===== src/rtl/banco_registradores_wb.sv =====
`default_nettype none
// ============================================================================
// Module   : banco_registradores_wb
// Function : MIPS multicycle register file, write-back mux and A/B operand
//            registers. Define REG_BYPASS_EN for write-first A/B capture.
// Revision : 1.0
// ============================================================================
module banco_registradores_wb #(
  parameter logic [31:0] SP_RESET_VALUE = 32'd227,
  parameter int          NREGS          = 32
) (
  input  logic        clk,
  input  logic        reset,
  input  logic        regWrite,
  input  logic        regDst,
  input  logic [2:0]  memToReg,
  input  logic        writeA,
  input  logic        writeB,
  input  logic [4:0]  rs,
  input  logic [4:0]  rt,
  input  logic [4:0]  rd,
  input  logic [15:0] imm16,
  input  logic [31:0] aluOut,
  input  logic [31:0] mdr,
  input  logic [31:0] pc,
  output logic [31:0] a,
  output logic [31:0] b,
  output logic [31:0] wbData,
  output logic [4:0]  wbAddr
);

  localparam int C_SP_IDX = 29;

  logic [31:0] r_regs [NREGS];
  logic [31:0] r_a;
  logic [31:0] r_b;
  logic [31:0] w_wbData;
  logic [4:0]  w_wbAddr;
  logic        w_doWrite;
  logic [31:0] w_rsData;
  logic [31:0] w_rtData;

  assign w_wbAddr  = regDst ? rd : rt;
  assign w_doWrite = regWrite && (w_wbAddr != 5'd0);

  always_comb begin
    w_wbData = 32'h0000_0000;
    case (memToReg)
      3'b000:  w_wbData = aluOut;
      3'b001:  w_wbData = mdr;
      3'b010:  w_wbData = {imm16, 16'h0000};
      3'b011:  w_wbData = pc;
      default: w_wbData = 32'h0000_0000;
    endcase
  end

  // Register 0 reads as zero regardless of array contents, so it is never bypassed.
  always_comb begin
    w_rsData = (rs == 5'd0) ? 32'h0 : r_regs[rs];
    w_rtData = (rt == 5'd0) ? 32'h0 : r_regs[rt];
`ifdef REG_BYPASS_EN
    if (w_doWrite && (w_wbAddr == rs)) w_rsData = w_wbData;
    if (w_doWrite && (w_wbAddr == rt)) w_rtData = w_wbData;
`endif
  end

  always_ff @(posedge clk or posedge reset) begin
    if (reset) begin
      for (int i = 0; i < NREGS; i++) begin
        r_regs[i] <= (i == C_SP_IDX) ? SP_RESET_VALUE : 32'h0;
      end
      r_a <= 32'h0;
      r_b <= 32'h0;
    end else begin
      if (w_doWrite) r_regs[w_wbAddr] <= w_wbData;
      if (writeA)    r_a <= w_rsData;
      if (writeB)    r_b <= w_rtData;
    end
  end

  assign a      = r_a;
  assign b      = r_b;
  assign wbData = w_wbData;
  assign wbAddr = w_wbAddr;

endmodule
`default_nettype wire


===== config.mk =====
export PLATFORM = sky130hd
export DESIGN_NAME = banco_registradores_wb
export DESIGN_NICKNAME = d
export VERILOG_FILES = /design/src/rtl/banco_registradores_wb.sv
export SDC_FILE = /design/constraint.sdc
export NUM_CORES = 2
export LEC_CHECK = 0
export BUFFER_PORTS_ARGS = -buffer_cell sky130_fd_sc_hd__buf_2
export CAP_MARGIN = 20
export CELL_PAD_IN_SITES_DETAIL_PLACEMENT = 1
export CELL_PAD_IN_SITES_GLOBAL_PLACEMENT = 2
export CORE_UTILIZATION = 42
export CTS_CLUSTER_SIZE = 16
export DETAILED_ROUTE_END_ITERATION = 10
export PLACE_DENSITY = 0.87
export SLEW_MARGIN = 20
export SYNTH_ARGS = -nofsm -noshare
export SYNTH_HDL_FRONTEND = slang
export SYNTH_SLANG_ARGS = --single-unit
export TNS_END_PERCENT = 30

===== constraint.sdc =====
create_clock -name clk -period 42.3 [get_ports clk]
set_input_delay 6.345 -clock clk [delete_from_list [all_inputs] [get_ports clk]]
set_output_delay 6.345 -clock clk [all_outputs]
set_load 0.05 [all_outputs]

==> impl_metrics.json <==
{
  "vias": 44470,
  "ctsResizeCount": 0,
  "fillers": 13912,
  "startpoint_type": "input pin",
  "synth.most_common_cell": "dfrtp_1",
  "max-vdd-ir-drop_v": 0.0000329,
  "grt_max_degree": 173,
  "avgSynthCellArea_sq_um": 10.9,
  "synth_common_cells": "dfrtp_1 (1083), nand2_1 (937), o21ai_0 (910)",
  "post_drt_wl_per_cell_microns": 31.8,
  "r2r-start": "r_regs[451]",
  "dpl.hpwl_microns": 125000,
  "r2r-end": "b[3]",
  "die_area_sq_um": 134000,
  "fin_tns_setup_ns": 0,
  "syn_inst": 5116,
  "numCtsBuffers": 116,
  "path_cells": "buf_2, buf_4, nor2_2, a22oi_1, or2_2, inv_1, buf_2",
  "p_per_area_nw_per_um2": 46.3,
  "cts.path.max_buffers": 3,
  "finalPower_mw": 2.86,
  "slowest_stage": "nor2_2",
  "status": "complete, no violations",
  "crit_family": "simple AND/OR/NAND/NOR gates",
  "antenna_found_initial": 9,
  "path_clk_slew_ns": 0.06,
  "hold_path_class": "reg2reg",
  "ys_warn_count": 0,
  "critPathCaptureType": "output pin",
  "placed_cells": 6644,
  "finClkSkew_ns": 0.0264,
  "min_to": "r_regs[995]",
  "dr.pass1.iters": 6,
  "finalCritPeriodShare": 0.365,
  "reg2regPathDepth": 4,
  "period_needed_ns": 15.44,
  "layoutNonFillerInstCount": 6870,
  "synth_top_area_share": 0.488,
  "multi_input_area_sq_um": 26200,
  "root_buffer": "clkbuf_16",
  "path_buf_inv": 4,
  "synth_nets": 5252,
  "drtIter0Drc": 4855,
  "synthArstFlopShare": 1.00,
  "final_util": 0.470,
  "synth_top_area_cell": "dfrtp_1",
  "grt_pass1_wl_microns": 317000,
  "cts_sinks": 1088,
  "vias_per_cell": 6.47,
  "ys_seq_area_frac": 0.490,
  "min_delay_path_depth": 0,
  "finalMaxSlewViolations": 0,
  "leakage_nw": 26.9,
  "synth.area.top_cells": "dfrtp_1 (49%), mux4_2 (15%), o21ai_0 (8.2%)",
  "r2r_slack_ns": 40.27,
  "die_y_microns": 366,
  "cts_tree": "done",
  "grt_setup_unrepaired": "false",
  "slowest_delay_ns": 0.78,
  "die_w_microns": 366,
  "place_congestion": 0.819,
  "nets": 5148,
  "start_util": 0.423,
  "route.final.wire_length_microns": 218000,
  "ios": 237,
  "max-slew-margin-rel": 0.182,
  "synth_edf_count": 0,
  "cp.required_ns": 35.95,
  "synth-main-ff-cell": "dfrtp_1",
  "drive_above_1_share": 0.204,
  "maxCapViolCount": 0,
  "drc": 0,
  "max_freq_mhz": 64.8,
  "fp-row-count": 133,
  "hold_buffers": 0,
  "cpMostUsedCell": "buf_2",
  "holdCritStartpoint": "r_regs[995]",
  "regArea_sq_um": 27200,
  "worst_pin_slew_ns": 1.23,
  "yosysUniqueCellTypes": 48,
  "gr-total-overflow": 0,
  "final_antenna_net_count": 0,
  "grt_pass1_vias": 45510,
  "h-tree-depth": 3,
  "hold_violations": 0,
  "grt.total_usage": 0.329,
  "core-area_sq_um": 131000,
  "setup.worst_path.class": "in2out",
  "io_buffers": 236,
  "worst_skew_pair.late_latency_ns": 0.75,
  "setup_violations": 0,
  "arrival_ns": 9.09,
  "area_growth_pct": 11.2,
  "post_cts_buffers": 0,
  "synth_seq_cells": 1088,
  "syn_area_sq_um": 55500,
  "worstPathMaxFanout": 33
}
## cell families after synthesis
| family | share of synthesized area |
|---|---|
| AOI/OAI and AO/OA | 0.148 |
| and+or+nand+nor | 0.0858 |
| DFF | 0.490 |
| muxes | 0.232 |
| buffers and inverters | 0.0433 |
## area by class of cell
class                      count  share of cell area
timing repair buffer         331              0.0338
sequential                  1088               0.441
clock inverter                36             0.00642
clock buffer                 177              0.0557
tap                         1755              0.0356
antenna                        8            0.000324
multi-input combinational   3433               0.425
inverter                      42             0.00271
## where the power goes
group / total [mW] / internal (mW) / switching (mW)
Clock: 1.05 / 0.600 / 0.445
Sequential: 1.31 / 1.18 / 0.129
Combinational: 0.502 / 0.207 / 0.295
Total: 2.86 / 1.99 / 0.869
## metal layers
metal / vias up / share of wire / track usage
met2: 2227 / 0.45 / 0.504
met5: - / 0 / 0
met1: 23372 / 0.41 / 0.458
met3: 470 / 0.096 / 0.0685
met4: 0 / 0.040 / 0.127
li1: 18401 / - / -
## how the worst max path moves through the flow
stage | depth (start not counted) | to | startpoint | slack (ns)
after floorplan | 1 | a[0] | reset | 5.33
after global placement | 7 | wbData[14] | memToReg[0] | 26.77
after detailed placement | 7 | wbData[14] | memToReg[0] | 26.73
after CTS | 7 | wbData[14] | memToReg[0] | 26.70
after global routing | 7 | wbData[14] | memToReg[0] | 26.60
final | 7 | wbData[13] | memToReg[0] | 26.86
## cell usage in the layout, fill, tap and decap left out, types with 56 or more instances in the layout
cell type,count
dfrtp_1,1083
nand2_1,935
o21ai_0,910
mux4_2,382
mux2i_1,330
buf_2,229
o22ai_1,183
nor2_1,128
clkbuf_16,117
buf_4,87
o21ai_1,79
mux2_2,67
a211oi_1,59
o221ai_1,56
## stage by stage
stage | hold slack (ns) | instance area [sq um] | setup slack (ns)
2_1_floorplan | 0.445 | 55500 | 5.33
3_3_place_gp | 0.381 | 57800 | 26.77
3_5_place_dp | 0.386 | 57800 | 26.73
4_1_cts | 0.399 | 61600 | 26.70
5_1_grt | 0.411 | 61800 | 26.60
6_report | 0.402 | 61800 | 26.86
## sequential cells by signal (all words and copies together) (netlist names)
register	cells
r_regs	1024
a	32
b	32
## worst register-to-register path, stage by stage (launching register included)
cell     delay, ns
dfrtp_1       0.50
mux4_2        0.52
mux4_2        0.48
nor2b_1       0.17
a221o_1       0.26
(Power assumes the default switching activity.)
